--- src/rtl/skolem_pkg.sv ---
// Shared types and default widths for the Skolem witness search block.
package skolem_pkg;

  localparam int SKOLEM_NUM_VARS = 25;
  localparam int SKOLEM_NUM_Y    = 4;

  typedef enum logic [1:0] {
    IDLE   = 2'd0,
    SEARCH = 2'd1,
    DONE   = 2'd2
  } skolem_state_e;

endpackage

--- src/rtl/skolem_cand_ctr.sv ---
// Existential candidate counter: synchronous clear, increment, all-ones detect.
module skolem_cand_ctr #(
  parameter int NUM_Y = 4
) (
  input  logic             clk,
  input  logic             rst,
  input  logic             clr,
  input  logic             inc,
  output logic [NUM_Y-1:0] y,
  output logic             last
);

  always_ff @(posedge clk or posedge rst) begin
    if (rst)      y <= '0;
    else if (clr) y <= '0;
    else if (inc) y <= y + NUM_Y'(1);
  end

  assign last = &y;

endmodule

--- src/rtl/skolem_witness_search.sv ---
// Walks Y candidates in ascending order through an external checker and reports the first hit.
// Optional tries counter and out_tries port enabled by defining SKOLEM_STATS_EN.
module skolem_witness_search
  import skolem_pkg::*;
#(
  parameter int NUM_VARS = SKOLEM_NUM_VARS,
  parameter int NUM_Y    = SKOLEM_NUM_Y,
  localparam int NUM_X   = NUM_VARS - NUM_Y
) (
  input  logic                clk,
  input  logic                rst,
  input  logic                in_valid,
  output logic                in_ready,
  input  logic [NUM_X-1:0]    in_x,
  output logic [NUM_VARS-1:0] f_vec,
  input  logic                f_out,
  output logic                out_valid,
  input  logic                out_ready,
  output logic [NUM_Y-1:0]    out_y,
  output logic                out_sat
`ifdef SKOLEM_STATS_EN
  ,
  output logic [NUM_Y:0]      out_tries
`endif
);

  // state  | meaning
  // IDLE   | waiting for a query, in_ready high
  // SEARCH | presenting candidate y_cnt to the checker, sampling f_out
  // DONE   | result held on out_* until out_ready

  skolem_state_e    state;
  logic [NUM_X-1:0] x_reg;
  logic [NUM_Y-1:0] y_cnt;
  logic [NUM_Y-1:0] y_nxt;
  logic             y_last;
  logic             cnt_clr;
  logic             cnt_inc;

  assign cnt_clr = (state == IDLE) & in_valid;
  assign cnt_inc = (state == SEARCH) & ~f_out & ~y_last;
  assign y_nxt   = y_cnt + NUM_Y'(1);

  skolem_cand_ctr #(.NUM_Y(NUM_Y)) u_cand_ctr (
    .clk  (clk),
    .rst  (rst),
    .clr  (cnt_clr),
    .inc  (cnt_inc),
    .y    (y_cnt),
    .last (y_last)
  );

  always_ff @(posedge clk or posedge rst) begin
    if (rst) begin
      state     <= IDLE;
      x_reg     <= '0;
      f_vec     <= '0;
      out_y     <= '0;
      out_sat   <= 1'b0;
      out_valid <= 1'b0;
      in_ready  <= 1'b1;
`ifdef SKOLEM_STATS_EN
      out_tries <= '0;
`endif
    end else begin
      case (state)
        IDLE: begin
          if (in_valid) begin
            x_reg    <= in_x;
            f_vec    <= {{NUM_Y{1'b0}}, in_x};
            in_ready <= 1'b0;
            state    <= SEARCH;
          end
        end
        SEARCH: begin
          // A hit on the all-ones candidate still counts as a witness.
          if (f_out || y_last) begin
            out_y     <= f_out ? y_cnt : '0;
            out_sat   <= f_out;
            out_valid <= 1'b1;
            state     <= DONE;
`ifdef SKOLEM_STATS_EN
            out_tries <= {1'b0, y_cnt} + (NUM_Y+1)'(1);
`endif
          end else begin
            f_vec <= {y_nxt, x_reg};
          end
        end
        DONE: begin
          if (out_ready) begin
            out_valid <= 1'b0;
            in_ready  <= 1'b1;
            state     <= IDLE;
          end
        end
        default: begin
          out_valid <= 1'b0;
          in_ready  <= 1'b1;
          state     <= IDLE;
        end
      endcase
    end
  end

endmodule

--- config.mk ---
export PLATFORM = sky130hd
export DESIGN_NAME = skolem_witness_search
export DESIGN_NICKNAME = d
export VERILOG_FILES = /design/src/rtl/skolem_pkg.sv /design/src/rtl/skolem_cand_ctr.sv /design/src/rtl/skolem_witness_search.sv
export SDC_FILE = /design/constraint.sdc
export NUM_CORES = 1
export LEC_CHECK = 0
export CAP_MARGIN = 10
export CORE_MARGIN = 5
export CORE_UTILIZATION = 45
export CTS_CLUSTER_SIZE = 25
export DETAILED_ROUTE_END_ITERATION = 8
export GPL_ROUTABILITY_DRIVEN = 0
export PLACE_DENSITY = 0.75
export SLEW_MARGIN = 10
export SYNTH_ARGS = -nofsm -noshare
export SYNTH_HDL_FRONTEND = slang
export SYNTH_SLANG_ARGS = --single-unit
--- constraint.sdc ---
create_clock -name clk -period 1.6 [get_ports clk]
set_clock_uncertainty 0.1 [all_clocks]
set_input_delay 0.16 -clock clk [delete_from_list [all_inputs] [get_ports clk]]
set_output_delay 0.16 -clock clk [all_outputs]
set_load 0.005 [all_outputs]
=== Word level (Yosys, flattened, before mapping) ===
Index checks and enable logic that the tools add are counted.

* Output and inout port bits: 32
* Latch bits: 0
* Input bits: 26
* Register bits after elaboration: 59
* Bits in read-only memories: 0
* Bits in writable memories: 0
* Memories kept: 0

* Div/mod/pow operators: 0
* Multipliers: 0
* Bitwise logic cells: 7
* Reduce and logical (&&, ||, !) cells: 11
* Shift operators: 0
* $add $sub $neg: 1
* $lt $le $gt $ge: 0
* Eq/ne operators: 6
* Mux-type cells: 16

{| class="wikitable"
|+ Operator list
! cell !! number
|-
| 25-bit two-way mux || 2
|-
| 25-bit one-hot mux with 2 select lines || 1
|-
| 4-bit two-way mux || 3
|-
| 3-bit AND reduction || 4
|-
| 2-bit two-way mux || 3
|-
| 2-bit != test, second input constant || 3
|-
| 1-bit one-hot mux with 3 select lines || 2
|-
| 2-bit one-hot mux with 3 select lines || 1
|-
| 4-bit by 1-bit adder with 4-bit output, second input constant || 1
|-
| 1-bit two-way mux || 4
|-
| 1-bit inverter || 4
|-
| 2-bit AND reduction || 2
|-
| 4-bit AND reduction || 1
|-
| 2-bit nonzero test || 2
|-
| 1-bit AND || 3
|-
| 2-bit by 1-bit equality test with 1-bit output, second input constant || 1
|-
| 2-bit equality test, second input constant || 1
|-
| 2-bit zero test || 1
|-
| 2-bit by 1-bit != test with 1-bit output, second input constant || 1
|-
| 1-bit logical OR || 1
|}

=== Depth between registers and ports, before layout ===
* Word-level depth: 5
* Mapped depth: 6
* Depth with buffers taken out: 5

=== Hierarchy ===
A second synthesis with hierarchy kept.

* Cell total of the unflattened synthesis: 232
* Area, all modules: 2581.2 um^2

{| class="wikitable"
|+ Modules (own cells, without submodules)
! module !! area an instance (um^2) !! sequential area each (um^2) !! instances !! cells an instance
|-
| skolem_witness_search || 2378.5 || 1377.6 || 1 || 214
|-
| skolem_cand_ctr || 202.7 || 100.1 || 1 || 18
|}

=== Least setup slack after synthesis ===
Ideal clock, no wire load.

* Path type: register to register
* Start: reg u_cand_ctr.y[0]
* End: reg f_vec[0]
* Clock period less this slack: 1.808 ns
* Slack: -0.208 ns
* Data required time: 1.375 ns
* Arrival: 1.583 ns
* Cell stages (with the launch flop): 7
* Path buffers: 1
* Cell sequence: dfrtp_1 > ha_1 > a31oi_2 > a21oi_4 > inv_4 > buf_6 > mux2_4

* Cells in the longest elaborated chain, start to end: 4

{| class="wikitable"
|+ Ends and longest elaborated chain
! element !! RTL line !! source
|-
| start, declared || skolem_cand_ctr.sv:9 || <nowiki>output logic [NUM_Y-1:0] y,</nowiki>
|-
| start signal, assigned || skolem_cand_ctr.sv:16 || <nowiki>else if (inc) y <= y + NUM_Y'(1);</nowiki>
|-
| 4-bit AND reduction || skolem_cand_ctr.sv:19 || <nowiki>assign last = &y;</nowiki>
|-
| 1-bit logical OR || skolem_witness_search.sv:77 || <nowiki>if (f_out || y_last) begin</nowiki>
|-
| 2-bit != test (no source line) || -- ||
|-
| 3-bit AND reduction (no source line) || -- ||
|-
| end signal, assigned || skolem_witness_search.sv:70 || <nowiki>f_vec <= {{NUM_Y{1'b0}}, in_x};</nowiki>
|-
| end signal, assigned || skolem_witness_search.sv:86 || <nowiki>f_vec <= {y_nxt, x_reg};</nowiki>
|-
| end, declared || skolem_witness_search.sv:15 || <nowiki>output logic [NUM_VARS-1:0] f_vec,</nowiki>
|}

Every way passes these cells.
A chain may end at the register's enable or synchronous reset.

=== Worst setup path in the final report ===
* Start: reg u_cand_ctr.y[0]
* End: reg f_vec[16]

Same word-level chain as after synthesis.

==> flow_metrics.py <==
metrics = {
    "route": {
        "dr.first_iter.drc_count": 55,
        "route.detailed.drc": 0,
        "via_per_inst": 5.14,
        "antenna_left": 0,
        "drt-total-wl_um": 5500,
        "wl_per_cell_um": 16.5,
        "vias": 1717,
        "dr.pass1.iters": 4,
    },
    "timing": {
        "min_period_ps": 1670,
        "period_share": 1.05,
        "fmax_ghz": 0.598,
        "slew_violations": 0,
        "setup_slack_ps": -72.3,
        "worst_pin_slew_ps": 367,
        "setup_violations": 31,
        "max-slew-margin-rel": 0.755,
        "hold_viol_final": 0,
        "rsz0062_at_grt": "yes",
    },
    "outcome": {
        "outcome": "finished, violations left",
        "violations": "negative setup slack",
    },
    "floorplan": {
        "num_rows": 28,
        "num_io_pins": 58,
        "die_area_mm2": 0.00750,
        "start_util": 0.454,
        "core-area_mm2": 0.00582,
        "die_w_um": 86.6,
        "die_y_um": 86.6,
    },
    "power_and_ir_drop": {
        "p_per_area_mw_per_mm2": 1930,
        "ir_worst_vdd_mv": 1.02,
        "p_leak_nw": 1.59,
        "p_switching_mw": 2.06,
        "power_frac_seq": 0.367,
        "switching_share": 0.292,
        "internal_power_mw": 5.01,
        "p_clk_frac": 0.162,
        "combPwrFrac": 0.471,
    },
    "synthesis": {
        "synth_area_leaders": "dfrtp_1, mux2_2, mux2_4, a32o_1, buf_2",
        "ys_types": 32,
        "synth.top_cell.area_share": 0.549,
        "ys_seq_area_frac": 0.559,
        "ys_warn_count": 0,
        "synth_area_leader_cell": "dfrtp_1",
        "synth_seq_cells": 59,
        "syn_nets": 203,
        "avgSynthCellArea_um2": 15.0,
        "postSynthCellCount": 176,
        "netlist_area_mm2": 0.00264,
    },
    "place": {
        "numPortBuffers": 57,
        "hpwl_um": 3770,
        "placed_cell_area_mm2": 0.00347,
        "post-place-ws_ps": -239,
    },
    "layout": {
        "syn_to_final_growth_pct": 38.8,
        "largest_register_ffs": 25,
        "layout-drive-gt1-share": 0.421,
        "fillers": 499,
        "num_antenna_cells": 0,
        "fin_util": 0.631,
        "fin_area_mm2": 0.00367,
        "nets": 281,
    },
    "hold_path": {
        "hold_path.class": "primary input to asynchronous set/reset pin",
    },
    "setup_path": {
        "path_class": "flop to flop",
        "cp_max_fo": 7,
        "critPathLaunchType": "flop",
        "cp-end-kind": "flop",
        "regToRegSetupSlack_ps": -70,
        "r2r_cells": 6,
        "critical_path_arrival_ps": 1790,
        "worstPathRequired_ps": 1710,
        "worst_r2r_endpoint": "f_vec[16]",
        "regToRegStartpoint": "u_cand_ctr.y[0]",
    },
    "cts": {
        "clock_sink_count": 59,
        "cts_hold_buf": 0,
        "cts_tree": "built",
        "cts-root-buf": "clkbuf_8",
        "htree_num_levels": 3,
        "clk_pin_slew_ps": 70,
        "numCtsBuffers": 9,
        "clockBufferDepth": 2,
        "clock_latency_ps": 330,
    },
    "global_routing": {
        "grt_max_degree": 27,
        "track_usage": 0.166,
        "overflow": 0,
        "antenna_found_initial": 0,
        "grt_pass1_vias": 1930,
        "grt_first_pass_wirelength_um": 9520,
    },
    "flow_run": {
        "cap_violations": 0,
    },
}
per-stage QoR:
| stage | hold WS, ps | TNS, ps | cells | total power [mW] |
|---|---|---|---|---|
| final | 62.4 | -1050 | 334 | 7.07 |
| after global routing | 63.6 | -2710 | 334 | 7.54 |
| after CTS | 62.3 | -1330 | 334 | 7.11 |
| after detailed placement | 363 | -9090 | 317 | 5.87 |
| after floorplan | 159 | -884 | 176 | 4.52 |
| after global placement | 363 | -8160 | 317 | 5.78 |
synth_stat cells:
| cell type | instances |
|---|---|
| a31o_2 | 1 |
| buf_2 | 6 |
| dfstp_2 | 1 |
| buf_6 | 2 |
| xor2_1 | 1 |
| or3b_2 | 1 |
| nor2_1 | 5 |
| nand2b_1 | 2 |
| mux2_4 | 18 |
| mux2i_1 | 1 |
| xnor2_1 | 1 |
| a32o_1 | 4 |
| o221a_2 | 1 |
| nor3_1 | 1 |
| o2bb2ai_1 | 3 |
| o21ai_0 | 1 |
| nand2_1 | 7 |
| nand3_1 | 1 |
| a22o_1 | 3 |
| nor2b_2 | 1 |
| a21o_1 | 1 |
| a21boi_0 | 1 |
| inv_1 | 1 |
| nor3b_2 | 1 |
| clkbuf_2 | 1 |
| inv_4 | 1 |
| dfrtp_1 | 58 |
| a21oi_1 | 2 |
| a31oi_2 | 1 |
| a21oi_4 | 1 |
| ha_1 | 1 |
| mux2_2 | 46 |
worst max path at each step:
stage / start / to / slack [ps] / cells after the start
6_report: u_cand_ctr.y[0] / f_vec[16] / -70 / 6
5_1_grt: u_cand_ctr.y[0] / f_vec[3] / -110 / 6
3_5_place_dp: in_valid / f_vec[18] / -240 / 6
3_3_place_gp: in_valid / f_vec[19] / -220 / 6
4_1_cts: u_cand_ctr.y[0] / f_vec[18] / -80 / 6
2_1_floorplan: u_cand_ctr.y[0] / f_vec[0] / -50 / 6
layout by cell type (no fill, tap or decap), drive strengths merged:
master	synthesis	layout
o2bb2ai	3	3
nor3	1	1
a21boi	1	1
dfstp	1	1
clkbuf	1	16
dfrtp	58	58
inv	2	1
a21oi	3	3
clkdlybuf4s50	0	56
a22o	3	3
ha	1	1
o221a	1	1
nor2	5	5
nor2b	1	1
xnor2	1	1
mux2	64	64
buf	8	19
nand2b	2	2
nor3b	1	1
nand3	1	1
xor2	1	1
or3b	1	1
dlygate4sd2	0	1
a31o	1	1
mux2i	1	1
nand2	7	7
a31oi	1	1
a21o	1	1
o21ai	1	1
clkinvlp	0	1
a32o	4	4
logic make-up (layout without fill, tap and decap cells):
group | after synthesis | count (layout) | share of synthesized area
flip-flops | 59 | 59 | 0.559
XOR/XNOR | 2 | 2 | 0.00663
adder cells (fa/ha/maj) | 1 | 1 | 0.00473
AO/OA/AOI/OAI | 19 | 19 | 0.0649
multiplexers | 65 | 65 | 0.302
buffers and inverters | 11 | 94 | 0.0256
AND/OR/NAND/NOR | 19 | 19 | 0.0369
power by group through the flow:
stage | clock network [mW] | logic (mW) | registers [mW]
3_3_place_gp | 0 | 3.20 | 2.58
2_1_floorplan | 0 | 1.97 | 2.55
3_5_place_dp | 0 | 3.27 | 2.60
6_report | 1.14 | 3.33 | 2.60
4_1_cts | 1.19 | 3.34 | 2.59
5_1_grt | 1.25 | 3.59 | 2.70
what timing repair did:
| action | in CTS | in global routing |
|---|---|---|
| gates resized for setup | 4 | 7 |
| setup endpoints to repair | 38 | 42 |
| setup buffers | 1 | 0 |
| gates cloned | 0 | 0 |
routing by layer:
metal | part of all wire | GRT usage
met1 | 0.47 | 0.217
met2 | 0.46 | 0.253
met3 | 0.055 | 0.0513
met4 | 0.012 | 0.0765
met5 | 0 | 0
worst max-delay path, cell delays in order (launching register included):
cell and delay, ps:
dfrtp_2 430, ha_4 180, a31oi_4 180, a21oi_4 90, inv_4 80, buf_4 190, mux2_4 310
area by class of cell:
type / instances / area, um^2 / share of cell area
clock buffers: 16 / 160 / 0.0437
repair buffers: 76 / 762 / 0.208
multi-input cells: 106 / 1160 / 0.315
flip-flops and latches: 59 / 1480 / 0.404
well taps: 75 / 93.8 / 0.0256
inverters: 2 / 13.8 / 0.00375
Note: power is estimated with default switching activity, not from simulation.
